$ cat src/rtl/bip_pkg.sv
// Shared encodings for the BIP sequencer: opcodes, accumulator-source codes,
// FSM state encoding and the datapath control word.
package bip_pkg;

  localparam logic [2:0] OP_HALT = 3'd0;
  localparam logic [2:0] OP_STO  = 3'd1;
  localparam logic [2:0] OP_LD   = 3'd2;
  localparam logic [2:0] OP_LDI  = 3'd3;
  localparam logic [2:0] OP_ADD  = 3'd4;
  localparam logic [2:0] OP_ADDI = 3'd5;
  localparam logic [2:0] OP_SUB  = 3'd6;
  localparam logic [2:0] OP_SUBI = 3'd7;

  localparam logic [1:0] SELA_RAM = 2'b00;
  localparam logic [1:0] SELA_IMM = 2'b01;
  localparam logic [1:0] SELA_ALU = 2'b10;

  localparam logic [2:0] ST_IDLE     = 3'd0;
  localparam logic [2:0] ST_FETCH    = 3'd1;
  localparam logic [2:0] ST_EXEC     = 3'd2;
  localparam logic [2:0] ST_MEM_WAIT = 3'd3;
  localparam logic [2:0] ST_WB       = 3'd4;
  localparam logic [2:0] ST_HALT     = 3'd5;

  typedef struct packed {
    logic       wr_pc;
    logic [1:0] sel_a;
    logic       sel_b;
    logic       wr_acc;
    logic       op;
    logic       wr_ram;
    logic       rd_ram;
  } ctrl_t;

  localparam ctrl_t CTRL_NONE = '0;

endpackage

$ cat src/rtl/bip_op_decode.sv
// Combinational decode of the latched opcode into the EXEC-phase and
// write-back-phase control words plus instruction class flags.
module bip_op_decode
  import bip_pkg::*;
#(
  parameter int OPCODE_W = 5
) (
  input  logic [OPCODE_W-1:0] i_opcode,
  output ctrl_t               o_exec_ctrl,
  output ctrl_t               o_wb_ctrl,
  output logic                o_is_mem_read,
  output logic                o_is_halt,
  output logic                o_is_illegal
);

  logic [2:0] w_op;

  assign w_op         = i_opcode[2:0];
  assign o_is_illegal = (i_opcode >> 3) != '0;

  always_comb begin
    o_exec_ctrl   = CTRL_NONE;
    o_wb_ctrl     = CTRL_NONE;
    o_is_mem_read = 1'b0;
    o_is_halt     = 1'b0;
    if (!o_is_illegal) begin
      case (w_op)
        OP_HALT: o_is_halt = 1'b1;
        OP_STO: begin
          o_exec_ctrl.wr_ram = 1'b1;
          o_exec_ctrl.wr_pc  = 1'b1;
        end
        OP_LD: begin
          o_exec_ctrl.rd_ram = 1'b1;
          o_is_mem_read      = 1'b1;
          o_wb_ctrl.sel_a    = SELA_RAM;
          o_wb_ctrl.wr_acc   = 1'b1;
          o_wb_ctrl.wr_pc    = 1'b1;
        end
        OP_LDI: begin
          o_exec_ctrl.sel_a  = SELA_IMM;
          o_exec_ctrl.wr_acc = 1'b1;
          o_exec_ctrl.wr_pc  = 1'b1;
        end
        OP_ADD, OP_SUB: begin
          o_exec_ctrl.rd_ram = 1'b1;
          o_is_mem_read      = 1'b1;
          o_wb_ctrl.sel_a    = SELA_ALU;
          o_wb_ctrl.sel_b    = 1'b0;
          o_wb_ctrl.op       = (w_op == OP_ADD);
          o_wb_ctrl.wr_acc   = 1'b1;
          o_wb_ctrl.wr_pc    = 1'b1;
        end
        OP_ADDI, OP_SUBI: begin
          o_exec_ctrl.sel_a  = SELA_ALU;
          o_exec_ctrl.sel_b  = 1'b1;
          o_exec_ctrl.op     = (w_op == OP_ADDI);
          o_exec_ctrl.wr_acc = 1'b1;
          o_exec_ctrl.wr_pc  = 1'b1;
        end
        default: ;
      endcase
    end
  end

endmodule

$ cat src/rtl/bip_sequencer.sv
// Multi-cycle fetch/execute sequencer for the BIP CPU with RAM read latency,
// illegal-opcode trap, sticky halt and a saturating retired-instruction counter.
module bip_sequencer
  import bip_pkg::*;
#(
  parameter int OPCODE_W = 5,
  parameter int RAM_LAT  = 1,
  parameter int CNT_W    = 16
) (
  input  logic                clk,
  input  logic                rst_n,
  input  logic                i_run,
  input  logic                i_instr_valid,
  input  logic [OPCODE_W-1:0] i_opcode,
  output logic                o_wr_pc,
  output logic [1:0]          o_sel_a,
  output logic                o_sel_b,
  output logic                o_wr_acc,
  output logic                o_op,
  output logic                o_wr_ram,
  output logic                o_rd_ram,
  output logic                o_busy,
  output logic                o_halted,
  output logic                o_illegal,
  output logic [CNT_W-1:0]    o_retired
);

  // Wait counter value on the last MEM_WAIT cycle (MEM_WAIT lasts RAM_LAT-1 cycles).
  localparam logic [2:0] WAIT_LAST = 3'((RAM_LAT > 1) ? RAM_LAT - 2 : 0);

  logic [2:0]          r_state;
  logic [2:0]          w_state_nxt;
  logic [OPCODE_W-1:0] r_opcode;
  logic [2:0]          r_wait;
  logic                r_illegal;
  logic [CNT_W-1:0]    r_retired;

  ctrl_t w_exec_ctrl;
  ctrl_t w_wb_ctrl;
  ctrl_t w_ctrl;
  logic  w_is_mem_read;
  logic  w_is_halt;
  logic  w_is_illegal;

  bip_op_decode #(
    .OPCODE_W (OPCODE_W)
  ) u_op_decode (
    .i_opcode      (r_opcode),
    .o_exec_ctrl   (w_exec_ctrl),
    .o_wb_ctrl     (w_wb_ctrl),
    .o_is_mem_read (w_is_mem_read),
    .o_is_halt     (w_is_halt),
    .o_is_illegal  (w_is_illegal)
  );

  always_comb begin
    w_state_nxt = r_state;
    case (r_state)
      ST_IDLE: if (i_run) w_state_nxt = ST_FETCH;
      ST_FETCH: begin
        if (!i_run) begin
          w_state_nxt = ST_IDLE;
        end else if (i_instr_valid) begin
          w_state_nxt = ST_EXEC;
        end
      end
      ST_EXEC: begin
        if (w_is_halt || w_is_illegal) begin
          w_state_nxt = ST_HALT;
        end else if (w_is_mem_read) begin
          w_state_nxt = (RAM_LAT == 1) ? ST_WB : ST_MEM_WAIT;
        end else begin
          w_state_nxt = ST_FETCH;
        end
      end
      ST_MEM_WAIT: if (r_wait == WAIT_LAST) w_state_nxt = ST_WB;
      ST_WB:       w_state_nxt = ST_FETCH;
      ST_HALT:     w_state_nxt = ST_HALT;
      default:     w_state_nxt = ST_IDLE;
    endcase
  end

  always_ff @(posedge clk or negedge rst_n) begin
    if (!rst_n) begin
      r_state   <= ST_IDLE;
      r_opcode  <= '0;
      r_wait    <= '0;
      r_illegal <= 1'b0;
      r_retired <= '0;
    end else begin
      r_state <= w_state_nxt;
      if (r_state == ST_FETCH && i_run && i_instr_valid) begin
        r_opcode <= i_opcode;
      end
      if (r_state == ST_EXEC) begin
        r_wait <= '0;
      end else if (r_state == ST_MEM_WAIT) begin
        r_wait <= r_wait + 3'd1;
      end
      if (r_state == ST_EXEC && w_is_illegal) begin
        r_illegal <= 1'b1;
      end
      if (w_ctrl.wr_pc && (r_retired != '1)) begin
        r_retired <= r_retired + CNT_W'(1);
      end
    end
  end

  // Strobes come only from registered state and opcode, never from i_opcode.
  always_comb begin
    w_ctrl = CTRL_NONE;
    case (r_state)
      ST_EXEC:     w_ctrl = w_exec_ctrl;
      ST_MEM_WAIT: w_ctrl.rd_ram = 1'b1;
      ST_WB:       w_ctrl = w_wb_ctrl;
      default:     w_ctrl = CTRL_NONE;
    endcase
  end

  assign o_wr_pc   = w_ctrl.wr_pc;
  assign o_sel_a   = w_ctrl.sel_a;
  assign o_sel_b   = w_ctrl.sel_b;
  assign o_wr_acc  = w_ctrl.wr_acc;
  assign o_op      = w_ctrl.op;
  assign o_wr_ram  = w_ctrl.wr_ram;
  assign o_rd_ram  = w_ctrl.rd_ram;
  assign o_busy    = (r_state == ST_FETCH) || (r_state == ST_EXEC) ||
                     (r_state == ST_MEM_WAIT) || (r_state == ST_WB);
  assign o_halted  = (r_state == ST_HALT);
  assign o_illegal = r_illegal;
  assign o_retired = r_retired;

endmodule

$ cat config.mk
export PLATFORM = sky130hd
export DESIGN_NAME = bip_sequencer
export DESIGN_NICKNAME = d
export VERILOG_FILES = /design/src/rtl/bip_pkg.sv /design/src/rtl/bip_op_decode.sv /design/src/rtl/bip_sequencer.sv
export SDC_FILE = /design/constraint.sdc
export NUM_CORES = 1
export LEC_CHECK = 0
export CAP_MARGIN = 20
export CORE_UTILIZATION = 24
export DETAILED_ROUTE_END_ITERATION = 16
export HOLD_SLACK_MARGIN = 0.02
export PLACE_DENSITY = 0.42
export SLEW_MARGIN = 20
export SYNTH_ARGS = -nofsm -noshare
export SYNTH_HDL_FRONTEND = slang
export SYNTH_SLANG_ARGS = --single-unit
$ cat constraint.sdc
create_clock -name clk -period 2.1 [get_ports clk]
set_input_delay 0.21 -clock clk [delete_from_list [all_inputs] [get_ports clk]]
set_output_delay 0.21 -clock clk [all_outputs]
set_load 0.005 [all_outputs]
* Word-level counts from Yosys, hierarchy flattened
Index checks and enable logic that the tools add are counted.
** Word-level totals
- Register bits after elaboration :: 28
** Operators by class
- Multiplexer cells :: 25
- Add/subtract/negate cells :: 2
- Reduce and logical (&&, ||, !) cells :: 19
- Eq/ne operators :: 16
** Operator list (number)
- 3-bit two-way mux :: 8
- 3-bit equality test, second input constant :: 6
- 3-bit case mux with 6 select lines :: 1
- 16-bit by 1-bit adder with 16-bit output, second input constant :: 1
- 16-bit inequality test, second input constant :: 1
- 7-bit case mux with 2 select lines :: 1
- 3-bit by 2-bit equality test with 1-bit output, second input constant :: 4
- 1-bit two-way mux :: 10
- 3-bit logical NOT :: 3
- 8-bit two-way mux :: 1
- 3-bit by 1-bit equality test with 1-bit output, second input constant :: 2
- 6-bit two-way mux :: 1
- 3-bit case mux with 2 select lines :: 1
- 3-bit OR reduction :: 2
- 5-bit nonzero test :: 1
- 1-bit logical AND :: 4
- 1-bit logical OR :: 4
- 2-bit inequality test, second input constant :: 2
- 2-bit case mux with 2 select lines :: 1
- 2-bit OR reduction :: 2
- 4-bit OR reduction :: 1
- 3-bit by 1-bit adder with 3-bit output, second input constant :: 1
- 3-bit inequality test, second input constant :: 1
- 3-bit AND reduction :: 1
- 2 further kinds :: 2

* Logic depth before layout (Yosys ltp)
Gate-level depths: netlist of run 1.
- Depth in word-level cells :: 7
- Mapped depth :: 7
- Gate-level depth less buffers :: 5

* Hierarchy
From an unflattened synthesis of run 1, not the netlist that was laid out.
** Unflattened totals
- Cells, all modules :: 175
- Area total of the unflattened synthesis :: 1687.9 um^2
** Modules (own cells, without submodules)
- bip_sequencer :: area an instance 1525.2 um^2, instances 1, sequential area each 700.7 um^2, cells an instance 151
- bip_op_decode :: area an instance 162.7 um^2, instances 1, sequential area each 0.0 um^2, cells an instance 24

* Worst setup path after synthesis of run 1
Ideal clock, no wire load.
- Kind :: register -> register
- Start :: reg r_state[2]
- End :: reg r_retired[10], in the netlist o_retired[10]
- Setup slack :: 334 ps
- Data required time :: 1975 ps
- Cell stages (with the launch flop) :: 7
- Arrival :: 1641 ps
- Library setup time :: 125 ps
- Cells stage by stage :: dfrtp_1 > buf_2 > nor2b_4 > and3_4 > a41oi_4 > nor4b_1 > mux2_2
** Between the ends
- Word-level cells in the longest chain between the ends :: 3
- Elaborated cells between the ends (all ways) :: 4
- Classes of those cells :: eq/ne: 2; mux: 1; reduce/logical: 1
** RTL lines
- start: declaration :: line bip_sequencer.sv:31 : logic [2:0] r_state;
- start signal: assignment :: line bip_sequencer.sv:91 : r_state <= w_state_nxt;
- 3-bit equality test / 3-bit by 2-bit equality test with 1-bit output (equally long branches) :: line bip_sequencer.sv:112 : case (r_state)
- 7-bit case mux with 2 select lines * :: line bip_sequencer.sv:112
- 1-bit logical AND * :: line bip_sequencer.sv:103 : if (w_ctrl.wr_pc && (r_retired != '1)) begin
- end signal: assignment :: line bip_sequencer.sv:104 : r_retired <= r_retired + CNT_W'(1);
- end: declaration :: line bip_sequencer.sv:36 : logic [CNT_W-1:0] r_retired;
Every way passes the cells marked *; elsewhere a longest branch is shown, timed or not.
A chain may end at the register's enable or synchronous reset.

* Worst setup path in the final report of run 1
- Start :: reg r_state[0]
- End :: reg r_retired[10], in the netlist o_retired[10]
Same word-level chain as after synthesis.

==> results of run 1 <==
-- metal layers --
metal / global-route usage [%] / vias to the layer above / share of wire (%)
met1: 13.3 / 603 / 44
met3: 3.37 / 2 / 5.0
met2: 21.3 / 27 / 50
met5: 0 / - / 0
li1: - / 603 / -
met4: 1.61 / 0 / 0.37
-- cell usage after synthesis (all sizes together) (2+ instances only) --
cell   instances
a21oi          4
nor3           6
and2           2
nor2b          2
nor4           5
and2b          2
mux2          10
and4           2
buf            2
dfrtp         28
nand2          9
ha             3
nand4          4
nor3b          2
inv            6
nand3          8
nor4b          4
nor2          12
xor2          10
o21ai          3
-- power groups by stage --
stage                     Clock [W]  Sequential [W]  Combinational [W]
after floorplan                   0        0.000783           0.000454
after global placement            0        0.000798           0.000793
after detailed placement          0        0.000801           0.000798
after CTS                  0.000451        0.000792           0.000844
after global routing       0.000487        0.000816           0.000959
final                      0.000433        0.000798           0.000861
-- critical path, stage by stage (launching register included) --
cell and delay [ns]:
dfrtp_1 0.43, nor3_2 0.24, and3_4 0.23, a41oi_4 0.05, buf_4 0.22, nor4b_1 0.33, mux2_2 0.37
-- state kept, by name (all words and copies together), names as in the netlist --
signal     cells
o_retired     16
r_opcode       5
r_state        3
r_wait         3
o_illegal      1
-- path summary, 6_finish.rpt --
kind | startpoint | end
max | r_state[0]$_DFFE_PN0P_ | o_retired[10]$_DFFE_PN0P_
min | rst_n | o_illegal$_DFFE_PN0P_
max reg2reg | r_state[0]$_DFFE_PN0P_ | o_retired[10]$_DFFE_PN0P_
min reg2reg | o_illegal$_DFFE_PN0P_ | o_illegal$_DFFE_PN0P_
max in group asynchronous | rst_n | o_retired[13]$_DFFE_PN0P_
min in group clk | o_illegal$_DFFE_PN0P_ | o_illegal$_DFFE_PN0P_
-- logic make-up after synthesis --
group                      synth area share, %
buffers and inverters                     2.83
DFF                                       46.6
xor gates and xnor gates                  6.41
and+or+nand+nor                           25.7
muxes                                     8.15
adders and majority gates                 2.50
AOI/OAI and AO/OA                         7.82
-- cell type report --
type	instances	area, um^2
well taps	75	93.8
clock buffers	3	41.3
flip-flops and latches	28	701
fillers	606	3840
clock inverters	1	30.0
repair buffers	50	468
inverters	6	22.5
multi-input cells	103	792
-- what timing repair did --
| action | CTS | global route |
|---|---|---|
| resized for setup | 8 | 8 |
| pin swaps | 2 | 3 |
| cloned | 0 | 0 |
| setup endpoints to repair | 6 | 4 |
| setup buffers | 2 | 1 |
-- stage by stage --
stage / area, um^2 / setup WS, ns / hold WS (ns)
after floorplan: 1500 / 0.334 / -0.0856
after global placement: 2020 / 0.122 / 0.451
after detailed placement: 2020 / 0.0881 / 0.453
after CTS: 2120 / 0.00739 / 0.313
after global routing: 2150 / 0.0240 / 0.313
final: 2150 / 0.124 / 0.295
==> summary.txt, run 1 <==
Run status
  – Status: finished clean

Global route
  – Pin count of the biggest net entering global routing: 29
  – First-pass GRT wire length: 5760 um
  – Vias in the first global route: 1270
  – Gr ovfl total: 0
  – GR Util All Layers: 11.5%
  – Initial antenna violation count: 0

Die
  – Initial Util: 25.1%
  – Die Area: 6590 um^2
  – Die Height: 81.2 um
  – I/O pin total: 36
  – Site Rows: 28
  – Chip width: 81.2 um
  – Floorplan Core Area: 5990 um^2

Timing
  – Relative slew slack: 70.1%
  – Fin. max-slew vios: 0
  – Final Hold Vio Count: 0
  – Period Utilization, post-route: 94.1%
  – Max Freq: 506 MHz
  – Crit path time final: 1.98 ns
  – Worst-Margin Slew: 0.443 ns
  – Final setup viols: 0
  – RSZ-0062 raised after global routing: no
  – Clock skew: 0.0154 ns
  – Setup TNS: 0 ns

Logic synthesis
  – Area leader, netlist: dfrtp_1
  – Cells after Synth: 140
  – FF+latch count, synth: 28
  – Async SR Flop Fraction: 100%
  – Syn nets: 152
  – Sequential area share after synthesis: 46.6%
  – Post-Synthesis Cell Area: 1500 um^2
  – Synth unique cells: 43
  – Top cells by area, synth: dfrtp_1, mux2_2, xor2_1
  – Warnings from Yosys: 0
  – Post-synth EDFFs: 0
  – Yosys top cell area share: 46.6%
  – Syn_area_per_cell: 10.7 um^2
  – Prevailing post-synth register cell: dfrtp_1

Detailed routing
  – Pre-antenna DRT Iters: 3
  – DRC: 0
  – Starting DRC count in detailed routing: 31
  – Post-DR wirelength/cell: 13.1 um
  – Vias per cell: 4.64
  – Post-Route WL: 3480 um
  – Antenna-violating nets left: 0
  – Via count: 1235

Setup path
  – Critical Path Source Type: register
  – Crit path DAT: 2.16 ns
  – Worst Setup End Kind: register
  – Crit path required time: 2.28 ns
  – Crit-path max FO: 15
  – Internal reg-to-reg setup slack: 0.12 ns
  – Cell count of the worst reg-to-reg path: 6
  – Setup CP Type: reg -> reg

Layout
  – Final non-filler cell total: 266
  – Most common cell after layout, fill and taps aside: dfrtp_1
  – Util after Layout: 35.9%
  – Layout net count: 204
  – Layout area overhead: 42.8%
  – Commonest cells after routing, fill and taps aside: dfrtp_1, clkdlybuf4s50_1, buf_4, xor2_1
  – Inserted Diodes: 0
  – Share of cells above drive strength 1: 22.5%

Min path
  – Worst Hold Class: in -> async

Power
  – P_int: 0.00140 W
  – VDD IR max: 0.359 mV
  – Power density over the cells: 974 nW/um^2
  – Psw: 0.000693 W
  – Sw Ratio: 33.1%
  – Leakage: 1.01 nW
  – Clock power frac: 20.7%
  – Comb pwr share: 41.2%
  – Pwr Total: 0.00209 W
  – Reg power frac: 38.1%

Placed design
  – Placer Congestion: 0.803
  – Dpl cells: 259
  – Port bufs: 35
  – Post-DP HPWL: 2640 um

Clocking
  – Clk pin slew, worst setup/hold paths: 0.11 ns
  – Worst-skew pair later-pin latency: 0.28 ns
  – TritonCTS clock tree: done
  – # clock sinks: 28
  – CTS root buf: clkbuf_8
  – Hold_buf cts: 0
  – CTS buffer count: 3
  – Clk buf depth: 2
  – Depth of the CTS H-tree: 1

Flow run
  – Max Cap Violations: 0
No activity file was read; power rests on OpenSTA's default activity.
==> run 2, diff against run 1 <==
CORE_UTILIZATION = 49   (was 24)
PLACE_DENSITY = 0.76   (was 0.42)
==> run 2 against run 1 <==
Net effect:
- via count is 1.2% higher
- count of clock-buffer cells in the layout is 1 higher
- final cell count is 16% lower
- first-iteration DRC count is 13% higher
- critical endpoint is now o_rd_ram
- critical path depth is 2 lower
- maximum frequency is 3.2% lower
- wire length is 3.6% lower
- largest cell class unchanged
==> summary.txt, run 2 (synthesized netlist as in run 1, its figures left out) <==
Detailed routing
  – Vias per cell: 5.61
  – Post-DR wirelength/cell: 15.0 um
  – Pre-antenna DRT Iters: 5
  – Antenna-violating nets left: 0
  – Starting DRC count in detailed routing: 35
  – Post-Route WL: 3360 um
  – DRC: 0
  – Via count: 1250

Setup path
  – Cell count of the worst reg-to-reg path: 5
  – Worst Setup End Kind: output pin
  – Critical R2R Capture: o_retired[15]$_DFFE_PN0P_
  – Critical Path Source Type: register
  – Crit-path max FO: 9
  – Slowest stage delay, CP: 0.50 ns
  – Crit path DAT: 1.83 ns
  – Setup CP Type: reg -> out
  – Crit path required time: 1.89 ns
  – Worst-path cell chain: buf_4 -> or2b_1 -> nor2_1 -> clkdlybuf4s50_1
  – Critical path's slowest cell: clkdlybuf4s50_1
  – Internal reg-to-reg setup slack: 0.09 ns
  – R2r startpoint: o_retired[4]$_DFFE_PN0P_

Power
  – P_int: 0.00125 W
  – Clock power frac: 13.6%
  – Reg power frac: 41.4%
  – Pwr Total: 0.00193 W
  – Psw: 0.000679 W
  – Power density over the cells: 941 nW/um^2
  – Comb pwr share: 45.0%
  – VDD IR max: 0.501 mV
  – Leakage: 0.981 nW
  – Sw Ratio: 35.2%

Timing
  – Period Utilization, post-route: 97.2%
  – Max Freq: 490 MHz
  – Fin. max-slew vios: 0
  – Final setup viols: 0
  – Setup ws final: 0.0586 ns
  – RSZ-0062 raised after global routing: yes
  – Final Hold Vio Count: 0
  – Worst-Margin Slew: 0.434 ns
  – Clock skew: 0.00432 ns
  – Crit path time final: 2.04 ns
  – Relative slew slack: 71.0%
  – Smallest hold slack: 0.243 ns

Die
  – I/O pin total: 36
  – Chip width: 57.4 um
  – Initial Util: 53.2%
  – Floorplan Core Area: 2830 um^2
  – Die Area: 3290 um^2
  – Site Rows: 19
  – Die Height: 57.4 um

Layout
  – Commonest cells after routing, fill and taps aside: clkdlybuf4s50_1, dfrtp_1, buf_4, xor2_1
  – Inserted Diodes: 0
  – Layout area overhead: 36.0%
  – Layout net count: 205
  – Layout fillers: 216
  – Cell area after layout: 2050 um^2
  – Max reg flops: 16
  – Share of cells above drive strength 1: 21.4%

Clocking
  – TritonCTS clock tree: done
  – Depth of the CTS H-tree: 1
  – CTS buffer count: 3
  – Clk pin slew, worst setup/hold paths: 0.15 ns
  – Worst-skew pair later-pin latency: 0.32 ns
  – CTS root buf: clkbuf_4
  – Clk buf depth: 2
  – # clock sinks: 28

Placed design
  – Post-DP HPWL: 2350 um
  – Post-Place Cell Area: 1950 um^2
  – Placer Congestion: 0.839
  – Port bufs: 35
  – Post-place setup slack: 0.000997 ns

Flow run
  – Max Cap Violations: 0

Global route
  – Vias in the first global route: 1261
  – Initial antenna violation count: 0
  – GR Util All Layers: 20.9%
  – Pin count of the biggest net entering global routing: 29
  – Gr ovfl total: 0
  – First-pass GRT wire length: 5380 um

Min path
  – Worst Hold Class: in -> async

Run status
  – Status: finished clean
-- run 2: cell types whose count changed in the layout (fill, tap and decap cells not counted), moves of 2 or more --
cell | previous run | this run
clkbuf_4 | 0 | 3
clkbuf_8 | 3 | 1
dlymetal6s2s_1 | 4 | 2
dlygate4sd2_1 | 4 | 6
-- run 2: metrics by stage --
| stage | util, % | instances | setup TNS, ns |
|---|---|---|---|
| floorplan | - | 140 | 0 |
| global placement | 68.9 | 213 | 0 |
| finish | 72.3 | 223 | 0 |
| CTS | 71.2 | 221 | 0 |
| global route | 72.3 | 223 | -0.0235 |
| detailed placement | 68.9 | 213 | 0 |
-- run 2: final cells by class --
cell class	instances	area [um^2]	area share, %
flip-flops and latches	28	702	34.3
clock buffers	4	36.3	1.77
repair buffers	51	472	23.1
multi-input cells	103	774	37.9
inverters	6	22.5	1.10
well taps	31	38.8	1.90
-- run 2: per-layer routing --
metal / share of wire, % / GRT usage [%] / vias up / wire (um)
met1: 42 / 24.0 / 608 / 1420
met4: 0.51 / 2.79 / 0 / 17
met2: 53 / 40.4 / 32 / 1790
met3: 3.7 / 4.54 / 2 / 123
li1: - / - / 608 / -
met5: 0 / 0 / - / 0
-- run 2: power by group through the flow --
stage / combinational, W / clock [W] / sequential (W)
floorplan: 0.000454 / 0 / 0.000783
global placement: 0.000767 / 0 / 0.000799
detailed placement: 0.000802 / 0 / 0.000808
CTS: 0.000838 / 0.000269 / 0.000795
global route: 0.000936 / 0.000284 / 0.000816
finish: 0.000866 / 0.000262 / 0.000797
-- run 2: how the worst max path moves through the flow --
stage	from	cells past startpoint	slack, ns	end
2_1_floorplan	r_state[2]$_DFFE_PN0P_	6	0.33	o_retired[10]$_DFFE_PN0P_
3_3_place_gp	r_state[1]$_DFFE_PN0P_	5	0.03	o_sel_a[1]
3_5_place_dp	r_state[1]$_DFFE_PN0P_	5	0.001	o_sel_a[1]
4_1_cts	r_state[2]$_DFFE_PN0P_	4	0.001	o_rd_ram
5_1_grt	r_state[2]$_DFFE_PN0P_	4	-0.02	o_rd_ram
6_report	r_state[2]$_DFFE_PN0P_	4	0.06	o_rd_ram
-- run 2: worst max-delay path, delay by kind of cell, from the launching register on --
family / cells / cell delay [ns]
buffers and inverters: 2 / 0.68
DFF: 1 / 0.41
and+or+nand+nor: 2 / 0.41
-- run 2: timing repair --
action | in CTS | in global routing
setup endpoints to repair | 7 | 5
pin swaps | 2 | 2
buffers inserted | 4 | 2
gates resized for setup | 8 | 6
hold buffers | 0 | 0
==> run 3, diff against run 2 <==
CAP_MARGIN = 10   (was 20)
==> results of run 3 <==
No change in the layout: final DEF, timing and power equal those of run 2.
